<file path="src/rtl/tiny_rv_pkg.sv">
// rtl/tiny_rv_pkg.sv - shared RISC-V control-transfer constants and branch result type
// Contents: major opcodes, branch funct3 codes, link-register indices,
// br_res_t resolved-branch record and the is_link helper.
package tiny_rv_pkg;

    localparam int RV_XLEN = 32;

    localparam logic [6:0] RV_JAL    = 7'b1101111;
    localparam logic [6:0] RV_JALR   = 7'b1100111;
    localparam logic [6:0] RV_BRANCH = 7'b1100011;

    localparam logic [2:0] RV_BR_EQ  = 3'b000;
    localparam logic [2:0] RV_BR_NE  = 3'b001;
    localparam logic [2:0] RV_BR_LT  = 3'b100;
    localparam logic [2:0] RV_BR_GE  = 3'b101;
    localparam logic [2:0] RV_BR_LTU = 3'b110;
    localparam logic [2:0] RV_BR_GEU = 3'b111;

    // x1 (ra) and x5 (t0) are the architectural link registers for RAS hints
    localparam logic [4:0] RV_REG_RA = 5'd1;
    localparam logic [4:0] RV_REG_T0 = 5'd5;

    typedef struct packed {
        logic               taken;
        logic [RV_XLEN-1:0] addr;
        logic               mispredict;
        logic [RV_XLEN-1:0] redirect;
        logic               misaligned;
        logic               active;
        logic [RV_XLEN-1:0] result;
    } br_res_t;

    function automatic logic is_link(input logic [4:0] idx);
        return (idx == RV_REG_RA) || (idx == RV_REG_T0);
    endfunction

endpackage

</file>
<file path="src/rtl/tiny_rv_br_unit_if.sv">
// rtl/tiny_rv_br_unit_if.sv - request/result/predict bundle of the branch unit
// slave : branch unit view (drives o_* signals)
// master: execute/fetch view (drives i_* signals)
interface tiny_rv_br_unit_if #(
    parameter int XLEN = 32
);
    logic            i_flush;
    logic            i_valid;
    logic            o_ready;
    logic [XLEN-1:0] i_pc;
    logic [XLEN-1:0] i_next_pc;
    logic [XLEN-1:0] i_offset;
    logic [6:0]      i_opcode;
    logic [2:0]      i_funct3;
    logic [XLEN-1:0] i_rs1;
    logic [XLEN-1:0] i_rs2;
    logic [4:0]      i_rd_idx;
    logic [4:0]      i_rs1_idx;
    logic            i_pred_taken;
    logic [XLEN-1:0] i_pred_addr;
    logic            o_valid;
    logic            i_ready;
    logic            o_br_taken;
    logic [XLEN-1:0] o_br_addr;
    logic            o_mispredict;
    logic [XLEN-1:0] o_redirect_addr;
    logic            o_misaligned;
    logic            o_active;
    logic [XLEN-1:0] o_result;
    logic [XLEN-1:0] i_fetch_pc;
    logic            o_fetch_pred_taken;
    logic [XLEN-1:0] o_ras_top;
    logic            o_ras_valid;

    modport slave (
        input  i_flush, i_valid, i_pc, i_next_pc, i_offset, i_opcode, i_funct3,
               i_rs1, i_rs2, i_rd_idx, i_rs1_idx, i_pred_taken, i_pred_addr,
               i_ready, i_fetch_pc,
        output o_ready, o_valid, o_br_taken, o_br_addr, o_mispredict,
               o_redirect_addr, o_misaligned, o_active, o_result,
               o_fetch_pred_taken, o_ras_top, o_ras_valid
    );

    modport master (
        output i_flush, i_valid, i_pc, i_next_pc, i_offset, i_opcode, i_funct3,
               i_rs1, i_rs2, i_rd_idx, i_rs1_idx, i_pred_taken, i_pred_addr,
               i_ready, i_fetch_pc,
        input  o_ready, o_valid, o_br_taken, o_br_addr, o_mispredict,
               o_redirect_addr, o_misaligned, o_active, o_result,
               o_fetch_pred_taken, o_ras_top, o_ras_valid
    );

endinterface

</file>
<file path="src/rtl/tiny_rv_ras.sv">
// rtl/tiny_rv_ras.sv - circular return-address stack with saturating occupancy
// Ports: clk/rst_n, push/pop/replace strobes (mutually exclusive), push_data,
// top (0 when empty), valid (stack not empty).
module tiny_rv_ras #(
    parameter int XLEN  = 32,
    parameter int DEPTH = 4
) (
    input  logic            clk,
    input  logic            rst_n,
    input  logic            push,
    input  logic            pop,
    input  logic            replace,
    input  logic [XLEN-1:0] push_data,
    output logic [XLEN-1:0] top,
    output logic            valid
);

    localparam int PW = (DEPTH > 1) ? $clog2(DEPTH) : 1;
    localparam int CW = $clog2(DEPTH + 1);

    logic [XLEN-1:0] entries [DEPTH];
    logic [PW-1:0]   ptr;
    logic [CW-1:0]   count;
    logic [PW-1:0]   ptr_inc;
    logic [PW-1:0]   ptr_dec;
    logic            empty;
    logic            full;

    assign empty   = (count == '0);
    assign full    = (count == CW'(DEPTH));
    assign ptr_inc = (ptr == PW'(DEPTH - 1)) ? '0 : ptr + PW'(1);
    assign ptr_dec = (ptr == '0) ? PW'(DEPTH - 1) : ptr - PW'(1);

    assign valid = !empty;
    assign top   = empty ? '0 : entries[ptr];

    always_ff @(posedge clk or negedge rst_n) begin
        if (!rst_n) begin
            for (int i = 0; i < DEPTH; i++) begin
                entries[i] <= '0;
            end
            ptr   <= '0;
            count <= '0;
        end else if (push || (replace && empty)) begin
            // replacing on an empty stack degenerates to a plain push;
            // a full stack overwrites its oldest slot and keeps count pinned
            ptr              <= ptr_inc;
            entries[ptr_inc] <= push_data;
            if (!full) begin
                count <= count + CW'(1);
            end
        end else if (replace) begin
            entries[ptr] <= push_data;
        end else if (pop && !empty) begin
            ptr   <= ptr_dec;
            count <= count - CW'(1);
        end
    end

endmodule

</file>
<file path="src/rtl/tiny_rv_br_unit.sv">
// rtl/tiny_rv_br_unit.sv - pipelined JAL/JALR/branch resolver with BHT and RAS
// Ports: i_clk, i_rst_n (async active-low), br (tiny_rv_br_unit_if.slave):
// request handshake i_valid/o_ready, one-deep result register o_valid/i_ready,
// i_flush, combinational predict port i_fetch_pc -> o_fetch_pred_taken,
// o_ras_top/o_ras_valid.
module tiny_rv_br_unit
    import tiny_rv_pkg::*;
#(
    parameter int XLEN        = RV_XLEN,
    parameter int BHT_ENTRIES = 16,
    parameter int RAS_DEPTH   = 4,
    parameter int C_EXT       = 0
) (
    input  logic i_clk,
    input  logic i_rst_n,
    tiny_rv_br_unit_if.slave br
);

    localparam int IDXW = $clog2(BHT_ENTRIES);

    logic            is_jal, is_jalr, is_br, is_jump;
    logic            cond_taken;
    logic            raw_taken;
    logic [XLEN-1:0] target;
    logic [XLEN-1:0] jalr_sum;
    logic            misaligned;
    br_res_t         res;
    br_res_t         res_q;
    logic            res_valid;
    logic            accept;

    assign is_jal  = (br.i_opcode == RV_JAL);
    assign is_jalr = (br.i_opcode == RV_JALR);
    assign is_br   = (br.i_opcode == RV_BRANCH);
    assign is_jump = is_jal || is_jalr;

    always_comb begin
        cond_taken = 1'b0;
        case (br.i_funct3)
            RV_BR_EQ:  cond_taken = (br.i_rs1 == br.i_rs2);
            RV_BR_NE:  cond_taken = (br.i_rs1 != br.i_rs2);
            RV_BR_LT:  cond_taken = ($signed(br.i_rs1) <  $signed(br.i_rs2));
            RV_BR_GE:  cond_taken = ($signed(br.i_rs1) >= $signed(br.i_rs2));
            RV_BR_LTU: cond_taken = (br.i_rs1 <  br.i_rs2);
            RV_BR_GEU: cond_taken = (br.i_rs1 >= br.i_rs2);
            default:   cond_taken = 1'b0;
        endcase
    end

    always_comb begin
        raw_taken = 1'b0;
        target    = '0;
        jalr_sum  = br.i_rs1 + br.i_offset;
        if (is_jal) begin
            raw_taken = 1'b1;
            target    = br.i_offset;
        end else if (is_jalr) begin
            raw_taken = 1'b1;
            target    = {jalr_sum[XLEN-1:1], 1'b0};
        end else if (is_br) begin
            raw_taken = cond_taken;
            target    = br.i_pc + br.i_offset;
        end
    end

    assign misaligned = raw_taken && (C_EXT == 0) && target[1];

    // A misaligned transfer becomes an exception: nothing is taken, written
    // or redirected by this unit, the trap path owns the redirect.
    always_comb begin
        res            = '0;
        res.taken      = raw_taken && !misaligned;
        res.addr       = target;
        res.misaligned = misaligned;
        res.active     = is_jump && !misaligned;
        res.result     = is_jump ? br.i_next_pc : '0;
        res.redirect   = res.taken ? target : br.i_next_pc;
        if (misaligned) begin
            res.mispredict = 1'b0;
        end else if (is_br) begin
            res.mispredict = (br.i_pred_taken != raw_taken) ||
                             (raw_taken && (br.i_pred_addr != target));
        end else if (is_jump) begin
            res.mispredict = !br.i_pred_taken || (br.i_pred_addr != target);
        end else begin
            res.mispredict = br.i_pred_taken;
        end
    end

    assign br.o_ready = !res_valid || br.i_ready;
    assign accept     = br.i_valid && br.o_ready && !br.i_flush;

    always_ff @(posedge i_clk or negedge i_rst_n) begin
        if (!i_rst_n) begin
            res_valid <= 1'b0;
            res_q     <= '0;
        end else if (br.i_flush) begin
            res_valid <= 1'b0;
        end else if (br.o_ready) begin
            res_valid <= br.i_valid;
            if (br.i_valid) begin
                res_q <= res;
            end
        end
    end

    assign br.o_valid         = res_valid;
    assign br.o_br_taken      = res_q.taken;
    assign br.o_br_addr       = res_q.addr;
    assign br.o_mispredict    = res_q.mispredict;
    assign br.o_redirect_addr = res_q.redirect;
    assign br.o_misaligned    = res_q.misaligned;
    assign br.o_active        = res_q.active;
    assign br.o_result        = res_q.result;

    // Bimodal history table
    logic [1:0]      bht [BHT_ENTRIES];
    logic [IDXW-1:0] upd_idx;
    logic [IDXW-1:0] fetch_idx;
    logic            unused_fetch_bits;

    assign upd_idx   = br.i_pc[IDXW+1:2];
    assign fetch_idx = br.i_fetch_pc[IDXW+1:2];
    assign br.o_fetch_pred_taken = bht[fetch_idx][1];
    assign unused_fetch_bits = ^{br.i_fetch_pc[XLEN-1:IDXW+2], br.i_fetch_pc[1:0]};

    // Training follows the branch direction even when the target faults,
    // so the counter keeps tracking the condition outcome.
    always_ff @(posedge i_clk or negedge i_rst_n) begin
        if (!i_rst_n) begin
            for (int i = 0; i < BHT_ENTRIES; i++) begin
                bht[i] <= 2'b01;
            end
        end else if (accept && is_br) begin
            if (cond_taken) begin
                if (bht[upd_idx] != 2'b11) begin
                    bht[upd_idx] <= bht[upd_idx] + 2'b01;
                end
            end else if (bht[upd_idx] != 2'b00) begin
                bht[upd_idx] <= bht[upd_idx] - 2'b01;
            end
        end
    end

    // Return-address stack hints
    logic rd_link, rs1_link, ras_ok;
    logic ras_push, ras_pop, ras_replace;

    assign rd_link  = is_link(br.i_rd_idx);
    assign rs1_link = is_link(br.i_rs1_idx);
    assign ras_ok   = accept && is_jump && !misaligned;

    assign ras_push    = ras_ok && rd_link &&
                         (is_jal || !rs1_link || (br.i_rd_idx == br.i_rs1_idx));
    assign ras_pop     = ras_ok && is_jalr && rs1_link && !rd_link;
    assign ras_replace = ras_ok && is_jalr && rs1_link && rd_link &&
                         (br.i_rd_idx != br.i_rs1_idx);

    tiny_rv_ras #(
        .XLEN  (XLEN),
        .DEPTH (RAS_DEPTH)
    ) u_ras (
        .clk       (i_clk),
        .rst_n     (i_rst_n),
        .push      (ras_push),
        .pop       (ras_pop),
        .replace   (ras_replace),
        .push_data (br.i_next_pc),
        .top       (br.o_ras_top),
        .valid     (br.o_ras_valid)
    );

endmodule

</file>
<file path="src/flat_wrapper.sv">
// flat-port wrapper written by rule: the top's interface ports become plain ports
module tiny_rv_br_unit_flat import tiny_rv_pkg::*;
#(
    parameter int XLEN        = RV_XLEN,
    parameter int BHT_ENTRIES = 16,
    parameter int RAS_DEPTH   = 4,
    parameter int C_EXT       = 0
)
  (i_clk, i_rst_n, br_i_flush, br_i_valid, br_i_pc, br_i_next_pc, br_i_offset, br_i_opcode, br_i_funct3, br_i_rs1, br_i_rs2, br_i_rd_idx, br_i_rs1_idx, br_i_pred_taken, br_i_pred_addr, br_i_ready, br_i_fetch_pc, br_o_ready, br_o_valid, br_o_br_taken, br_o_br_addr, br_o_mispredict, br_o_redirect_addr, br_o_misaligned, br_o_active, br_o_result, br_o_fetch_pred_taken, br_o_ras_top, br_o_ras_valid);
  tiny_rv_br_unit_if #(.XLEN(XLEN)) br_i ();
  input  logic i_clk;
  input  logic i_rst_n;
  input wire logic [$bits(br_i.i_flush)-1:0] br_i_flush;
  input wire logic [$bits(br_i.i_valid)-1:0] br_i_valid;
  input wire logic [$bits(br_i.i_pc)-1:0] br_i_pc;
  input wire logic [$bits(br_i.i_next_pc)-1:0] br_i_next_pc;
  input wire logic [$bits(br_i.i_offset)-1:0] br_i_offset;
  input wire logic [$bits(br_i.i_opcode)-1:0] br_i_opcode;
  input wire logic [$bits(br_i.i_funct3)-1:0] br_i_funct3;
  input wire logic [$bits(br_i.i_rs1)-1:0] br_i_rs1;
  input wire logic [$bits(br_i.i_rs2)-1:0] br_i_rs2;
  input wire logic [$bits(br_i.i_rd_idx)-1:0] br_i_rd_idx;
  input wire logic [$bits(br_i.i_rs1_idx)-1:0] br_i_rs1_idx;
  input wire logic [$bits(br_i.i_pred_taken)-1:0] br_i_pred_taken;
  input wire logic [$bits(br_i.i_pred_addr)-1:0] br_i_pred_addr;
  input wire logic [$bits(br_i.i_ready)-1:0] br_i_ready;
  input wire logic [$bits(br_i.i_fetch_pc)-1:0] br_i_fetch_pc;
  output wire logic [$bits(br_i.o_ready)-1:0] br_o_ready;
  output wire logic [$bits(br_i.o_valid)-1:0] br_o_valid;
  output wire logic [$bits(br_i.o_br_taken)-1:0] br_o_br_taken;
  output wire logic [$bits(br_i.o_br_addr)-1:0] br_o_br_addr;
  output wire logic [$bits(br_i.o_mispredict)-1:0] br_o_mispredict;
  output wire logic [$bits(br_i.o_redirect_addr)-1:0] br_o_redirect_addr;
  output wire logic [$bits(br_i.o_misaligned)-1:0] br_o_misaligned;
  output wire logic [$bits(br_i.o_active)-1:0] br_o_active;
  output wire logic [$bits(br_i.o_result)-1:0] br_o_result;
  output wire logic [$bits(br_i.o_fetch_pred_taken)-1:0] br_o_fetch_pred_taken;
  output wire logic [$bits(br_i.o_ras_top)-1:0] br_o_ras_top;
  output wire logic [$bits(br_i.o_ras_valid)-1:0] br_o_ras_valid;
  assign br_i.i_flush = br_i_flush;
  assign br_i.i_valid = br_i_valid;
  assign br_i.i_pc = br_i_pc;
  assign br_i.i_next_pc = br_i_next_pc;
  assign br_i.i_offset = br_i_offset;
  assign br_i.i_opcode = br_i_opcode;
  assign br_i.i_funct3 = br_i_funct3;
  assign br_i.i_rs1 = br_i_rs1;
  assign br_i.i_rs2 = br_i_rs2;
  assign br_i.i_rd_idx = br_i_rd_idx;
  assign br_i.i_rs1_idx = br_i_rs1_idx;
  assign br_i.i_pred_taken = br_i_pred_taken;
  assign br_i.i_pred_addr = br_i_pred_addr;
  assign br_i.i_ready = br_i_ready;
  assign br_i.i_fetch_pc = br_i_fetch_pc;
  assign br_o_ready = br_i.o_ready;
  assign br_o_valid = br_i.o_valid;
  assign br_o_br_taken = br_i.o_br_taken;
  assign br_o_br_addr = br_i.o_br_addr;
  assign br_o_mispredict = br_i.o_mispredict;
  assign br_o_redirect_addr = br_i.o_redirect_addr;
  assign br_o_misaligned = br_i.o_misaligned;
  assign br_o_active = br_i.o_active;
  assign br_o_result = br_i.o_result;
  assign br_o_fetch_pred_taken = br_i.o_fetch_pred_taken;
  assign br_o_ras_top = br_i.o_ras_top;
  assign br_o_ras_valid = br_i.o_ras_valid;
  tiny_rv_br_unit #(.XLEN(XLEN), .BHT_ENTRIES(BHT_ENTRIES), .RAS_DEPTH(RAS_DEPTH), .C_EXT(C_EXT)) u_core (.i_clk(i_clk), .i_rst_n(i_rst_n), .br(br_i));
endmodule
</file>
<file path="config.mk">
export PLATFORM = sky130hd
export DESIGN_NAME = tiny_rv_br_unit_flat
export DESIGN_NICKNAME = d
export VERILOG_FILES = /design/src/rtl/tiny_rv_pkg.sv /design/src/rtl/tiny_rv_br_unit_if.sv /design/src/rtl/tiny_rv_ras.sv /design/src/rtl/tiny_rv_br_unit.sv /design/src/flat_wrapper.sv
export SDC_FILE = /design/constraint.sdc
export NUM_CORES = 1
export LEC_CHECK = 0
export CAP_MARGIN = 5
export CORE_ASPECT_RATIO = 1.75
export CORE_UTILIZATION = 48
export CTS_BUF_LIST = sky130_fd_sc_hd__clkbuf_16
export DETAILED_ROUTE_END_ITERATION = 7
export HOLD_SLACK_MARGIN = 0.12
export PLACE_DENSITY = 0.75
export SLEW_MARGIN = 0
export SYNTH_ARGS = -nofsm -noshare
export SYNTH_HDL_FRONTEND = slang
export SYNTH_SLANG_ARGS = --single-unit
</file>
<file path="constraint.sdc">
create_clock -name i_clk -period 3.23 [get_ports i_clk]
set_clock_uncertainty 0.2 [all_clocks]
set_input_delay 0.646 -clock i_clk [delete_from_list [all_inputs] [get_ports i_clk]]
set_output_delay 0.646 -clock i_clk [all_outputs]
set_load 0.1 [all_outputs]
</file>
== Yosys cells after proc, flatten, opt, wreduce, memory -nomap -nowiden ==
Cells that the tools add are included.

* Bitwise operators: 5
* Mux-type cells: 48
* Multiply operators: 0
* Order comparisons: 11
* Reductions and logical operators: 49
* Divide/modulo/power cells: 0
* Shifts and indexed selects: 0
* Equality and inequality tests: 24
* Add/subtract/negate cells: 8

{| class="wikitable"
|+ Operators by type and width
! kind !! number
|-
| $mux W32 || 13
|-
| $bwmux W128 || 2
|-
| $mux W128 || 2
|-
| $demux W32 S2 || 2
|-
| $add A32 B32 Y32 || 2
|-
| $bmux W32 S2 || 1
|-
| $bwmux W32 || 2
|-
| $ge A32 B32 Y1 || 2
|-
| $lt A32 B32 Y1 || 2
|-
| $ne A32 B32 Y1 || 2
|-
| $eq A32 B32 Y1 || 1
|-
| $eq A7 B7 Y1 const B || 3
|-
| $logic_and A1 B1 Y1 || 21
|-
| $mux W2 || 10
|-
| $bmux W2 S4 || 2
|-
| $eq A3 B3 Y1 const B || 5
|-
| $mux W3 || 4
|-
| $eq A5 B1 Y1 const B || 2
|-
| $eq A5 B3 Y1 const B || 2
|-
| $ge A5 B5 Y1 const B || 2
|-
| $not A4 Y5 || 2
|-
| $reduce_bool A2 Y1 || 5
|-
| $logic_or A1 B1 Y1 || 9
|-
| $reduce_and A3 Y1 || 3
|-
| other kinds (23) || 44
|}

* Memory bits (writable): 0
* Memories kept: 0
* Output and inout bits: 136
* Bits in read-only memories: 0
* Latch bits: 0
* Input bits: 250
* Logic and storage cells: 175
* Register bits: 266

== Depth between registers and ports, before layout ==
* Depth in word-level cells: 16
* Depth in mapped cells: 14
* Mapped depth without buffers: 13

== By module ==
Synthesis repeated with hierarchy kept, for this count alone.

* Cells, all modules: 1,924
* Area, all modules: 18,640.4 µm²

{| class="wikitable"
|+ Modules (own cells, without submodules)
! module !! seq. area each (µm²) !! cells each !! instances !! area an instance (µm²)
|-
| tiny_rv_br_unit || 3,348.2 || 1,520 || 1 || 12,326.8
|-
| tiny_rv_ras || 3,328.2 || 404 || 1 || 6,313.6
|}

== Worst setup path before layout ==
Ideal clock, no wire load.

* Kind: input to register
* Start: input port br_i_pc[2]
* End: register u_core.bht[1] (netlist bit)
* Data required time: 2.902 ns
* Path buffers: 2
* Slack: -0.784 ns
* Arrival time: 3.686 ns
* Setup time: 0.128 ns
* Stages on the path: 12
* Cells stage by stage: clkbuf_1 -> mux4_2 -> mux2_2 -> o21ai_1 -> clkbuf_1 -> inv_1 -> ha_1 -> mux2i_2 -> nand2_2 -> nor3_4 -> nand3_1 -> mux2_1

* Longest elaborated chain between the ends: 8
* Elaborated cells between the ends (all ways): 21
* Those cells by class: 2 x add/sub; 2 x order compare; 2 x eq/ne; 10 x mux; 1 x bitwise; 4 x reduce/logical

{| class="wikitable"
|+ RTL lines
! item !! line !! source
|-
| start: declaration || flat_wrapper.sv:15 || <nowiki>input wire logic [$bits(br_i.i_pc)-1:0] br_i_pc;</nowiki>
|-
| $not A4 Y5 (not written as such) * || n/a ||
|-
| $bmux W2 S4, or another cell as far along || n/a ||
|-
| $mux W2 (not written as such) / $logic_and A1 B1 Y1 (equally long branches) || n/a ||
|-
| $mux W2 (on tied branches) || n/a ||
|-
| $sub A2 B1 Y2, or another cell as far along || tiny_rv_br_unit.sv:140 || <nowiki>bht[upd_idx] <= bht[upd_idx] - 2'b01;</nowiki>
|-
| $bwmux W32 (on tied branches) || tiny_rv_br_unit.sv:140, tiny_rv_br_unit.sv:137 ||
|-
| $mux W32 (on tied branches) || tiny_rv_br_unit.sv:139, tiny_rv_br_unit.sv:136 ||
|-
| $mux W32 || tiny_rv_br_unit.sv:135 || <nowiki>if (cond_taken) begin</nowiki>
|-
| end signal: indexed assignment || tiny_rv_br_unit.sv:137 || <nowiki>bht[upd_idx] <= bht[upd_idx] + 2'b01;</nowiki>
|-
| end signal: indexed assignment || tiny_rv_br_unit.sv:140 ||
|-
| end: declaration || tiny_rv_br_unit.sv:117 || <nowiki>logic [1:0] bht [BHT_ENTRIES];</nowiki>
|}

Every way passes the cells marked *; elsewhere a longest branch is shown, timed or not. The select of a mux whose other input is x is not followed.
A chain may end at the register's enable or synchronous reset.

== Final worst setup path ==
* Start: input port br_i_rs1[31]
* End: register u_core.bht[5] (netlist bit)

* Longest elaborated chain between the ends: 4
* Elaborated cells between the ends (all ways): 11
* Those cells by class: 4 x order compare; 3 x eq/ne; 2 x mux; 2 x reduce/logical

{| class="wikitable"
|+ RTL lines
! item !! line !! source
|-
| start: declaration || flat_wrapper.sv:20 || <nowiki>input wire logic [$bits(br_i.i_rs1)-1:0] br_i_rs1;</nowiki>
|-
| $ge A32 B32 Y1, or another cell as far along || tiny_rv_br_unit.sv:45 || <nowiki>RV_BR_GEU: cond_taken = (br.i_rs1 >= br.i_rs2);</nowiki>
|-
| $pmux W1 S6 * || tiny_rv_br_unit.sv:39 || <nowiki>case (br.i_funct3)</nowiki>
|-
| $ne A2 B2 Y1 (no line) / $reduce_bool A2 Y1 (equally long branches) || n/a ||
|-
| $reduce_and A3 Y1 (no line) || n/a ||
|}

Every way passes the cells marked *; elsewhere a longest branch is shown, timed or not.

==> results.sh <==
export IMPL_outcome="finished with violations"
export IMPL_violations="negative setup slack"
export IMPL_viasPerCell=6.27
export IMPL_synth_area_per_cell_um2=9.76
export IMPL_p_per_area_mw_per_mm2=332
export IMPL_fin_ws_ns=-0.629
export IMPL_startpoint="br_i_rs1[31]"
export IMPL_synth_top_family_by_area="multiplexers"
export IMPL_synth_edf_count=0
export IMPL_ios=386
export IMPL_totalWireLength_mm=93.1
export IMPL_post_place_ws_ns=-1.66
export IMPL_synth_compound_area_share_pct=15.3
export IMPL_grt_usage_pct=44.9
export IMPL_coreArea_mm2=0.0378
export IMPL_clkSinkCount=266
export IMPL_dr_first_iter_drc_count=1390
export IMPL_synth_flop_cell="dfrtp_1"
export IMPL_floorplan_initialDensity_pct=48.8
export IMPL_crit_arrival_ns=4.08
export IMPL_grt_pass1_vias=21200
export IMPL_setup_viol=198
export IMPL_synth_nets=2239
export IMPL_nNetsFinal=3088
export IMPL_critPathLaunchType="primary input"
export IMPL_ir_worst_vdd_uv=303
export IMPL_crit_type="primary input to flip-flop"
export IMPL_hp_start="u_core.br.o_redirect_addr[30]"
export IMPL_synth_xor_area_share_pct=3.47
export IMPL_period_share_pct=119
export IMPL_dp_hpwl_mm=63.4
export IMPL_grt_pass1_wl_mm=129
export IMPL_cts_buffers=23
export IMPL_worstReg2RegStart="u_core.br.o_valid"
export IMPL_ys_types=105
export IMPL_yosys_area_share_adder_pct=7.08
export IMPL_cp_max_fo=4
export IMPL_setup_worst_path_end_class="flip-flop"
export IMPL_crit_slowest_cell="or4_4"
export IMPL_fmax_mhz=259
export IMPL_dieArea_mm2=0.0392
export IMPL_fin_tns_setup_ns=-64.46
export IMPL_clk_latency_ns=0.54
export IMPL_critPathMaxStageDelay_ns=0.67
export IMPL_grt_max_degree=126
export IMPL_power_static_leakage_uw=0.0139
export IMPL_slew_violations=0
export IMPL_drive_gt1_share_pct=50.4
export IMPL_ys_seq_area_share_pct=36.3
export IMPL_synth_area_mux_share_pct=18.1
export IMPL_drc=0
export IMPL_path_cells="buf_8, ha_4, nand4_1, or4_4, o311a_1, o21ai_2, nand4bb_4, a21oi_4, mux2i_4, nand2_2, nor3_4, nand3_2, mux2_4"
export IMPL_async_flop_share_pct=100
export IMPL_vias=20300
export IMPL_antenna_found_initial=6
export IMPL_die_h_um=261
export IMPL_yosys_area_share_simple_pct=15.9
export IMPL_syn_inst=1886
export IMPL_ctsLongestPathBuffers=3
export IMPL_fin_crit_ns=3.86
export IMPL_dieWidth_um=150
export IMPL_finalPower_uw=10100
export IMPL_clockRootBuffer="clkbuf_16"
export IMPL_wl_per_cell_um=28.8
export IMPL_path_clk_slew_ns=0.08
export IMPL_ys_seq_elements=266
export IMPL_worstMarginPinSlew_ns=0.947
export IMPL_ys_warn_count=0
export IMPL_fin_util_pct=80.9
export IMPL_dr_pass1_iters=8
export IMPL_gp_congestion=1.02
export IMPL_max_cap_violations=0
export IMPL_port_buffers=357
export IMPL_critical_path_required_ns=3.45
export IMPL_synth_area_mm2=0.0184
export IMPL_synthToLayoutAreaGrowth_pct=65.9
export IMPL_globalRouteOverflowTotal=0
export IMPL_rows=94
export IMPL_hold_class="flip-flop to flip-flop"
export IMPL_htreeDepth=1
export IMPL_hold_violations=0
export IMPL_slew_limit_headroom_pct=36.8
export IMPL_cts_tree="done"
export IMPL_drtAntennaViolNets=0
export IMPL_grt_setup_unrepaired="true"
## state kept, by name, indices dropped and copies added, names as in the netlist, named ones only
name,flops
u_core.br.o_misaligned,1
u_core.bht,16
u_core.br.o_br_taken,1
u_core.u_ras.count,3
u_core.u_ras.ptr,2
u_core.br.o_active,1
u_core.br.o_br_addr,32
u_core.br.o_result,32
u_core.u_ras.entries,128
u_core.br.o_redirect_addr,32
u_core.br.o_mispredict,1
u_core.br.o_valid,1
## kinds of logic after synthesis
group                    Yosys count
adder cells (fa/ha/maj)          103
XOR/XNOR                          73
buffers and inverters            165
flip-flops                       266
AO/OA/AOI/OAI                    430
AND/OR/NAND/NOR                  596
multiplexers                     253
## worst max-delay path: cells and delay by family
kind | cells | cell delay, ns
AO/OA/AOI/OAI | 3 | 0.90
buffers and inverters | 1 | 0.10
multiplexers | 2 | 0.66
adder cells (fa/ha/maj) | 1 | 0.25
AND/OR/NAND/NOR | 6 | 1.51
## where the power goes
group | switching [uW] | internal [uW] | leakage [uW] | total, uW
combinational | 2200 | 1500 | 0.00998 | 3700
clock | 1410 | 1550 | 0.000371 | 2960
sequential | 75.0 | 3420 | 0.00359 | 3490
total | 3680 | 6470 | 0.0139 | 10100
## cell usage in the layout, fill, tap and decap left out, types with 39 or more instances in the layout
cell type and count:
buf_4 555, dfrtp_1 248, nand2_1 240, mux2_4 150, clkdlybuf4s50_1 105, buf_6 92, nor2_1 74, o21ai_0 70
ha_4 67, a21oi_1 65, buf_12 54, mux4_2 46, and2_1 41, inv_1 39
## layer usage
metal  up-vias  track usage, %  routed length [um]
li1       8595               -                   -
met5         -               0                   0
met3       540            6.69                6700
met4         0            43.9               11300
met1      9882            43.7               28900
met2      1302            79.7               46200
## final timing paths
path | to | slack (ns) | depth (start not counted)
setup / recovery | u_core.bht[5] | -0.63 | 13
hold / removal | u_core.br.o_redirect_addr[30] | 0.29 | 2
setup reg to reg | u_core.br.o_mispredict | -0.12 | 12
hold reg to reg | u_core.br.o_redirect_addr[30] | 0.29 | 2
max in group asynchronous | asynchronous set/reset pin | 1.49 | 3
min in group asynchronous | u_core.u_ras.entries[95] | 0.50 | 2
## synthesized netlist by cell type, types with 6 or more instances
cell type    n  area (um^2)
dfrtp_1    250         6260
nand4_1     25          156
nand3_1     29          145
dfstp_2     16          420
a21oi_1    101          505
and3_1      11         68.8
nor3_1      32          160
a41oi_1      6         52.6
nor4_1       6         37.5
ha_1       101         1260
and2_1      44          275
a211oi_1    15          113
buf_6        6         67.6
o22ai_1      7         43.8
a221oi_1     8         70.1
a31oi_1     17          106
buf_4       11         82.6
inv_1       66          248
a21o_1      24          180
buf_1        9         33.8
mux4_2      46         1040
nor2b_1      9         56.3
nand2_1    267         1000
mux2_1      11          124
xnor2_1     31          272
o211ai_1    15          113
nor3b_1     10         75.1
nand2b_1    12         75.1
xor2_1      42          368
mux2_2     159         1790
mux2i_1     36          360
o21ai_0    123          616
or3_1        7         43.8
a22oi_1     11         82.6
o31ai_1      8         60.1
clkbuf_1    61          229
o21ai_1      7         35.0
o21a_1      13         97.6
buf_2        9         45.0
nor2_1      90          338
## timing repair
action / CTS / global route
pin swaps: 130 / 107
hold buffers: 1 / 0
endpoints found under the hold margin: 70 / 0
gates cloned: 11 / 2
setup buffers: 65 / 28
setup endpoints to repair: 224 / 218
gates resized for setup: 628 / 271
## per-stage QoR
step / instance area [um^2] / std cells / hold slack, ns
final: 30600 / 3239 / 0.291
after global routing: 30500 / 3236 / 0.309
after CTS: 29600 / 3221 / 0.289
after detailed placement: 26700 / 3108 / 0.262
after global placement: 26700 / 3108 / 0.262
after floorplan: 19200 / 1886 / 0.150
## final cells by class
| cell class | count | area, um^2 |
|---|---|---|
| repair buffers | 920 | 8460 |
| clock buffers | 23 | 576 |
| flip-flops and latches | 266 | 6680 |
| well taps | 480 | 601 |
| diodes | 8 | 20.0 |
| multi-input cells | 1456 | 13800 |
| fillers | 2159 | 7200 |
| inverters | 68 | 282 |
| clock inverters | 18 | 174 |
No activity file was read; power rests on OpenSTA's default activity.
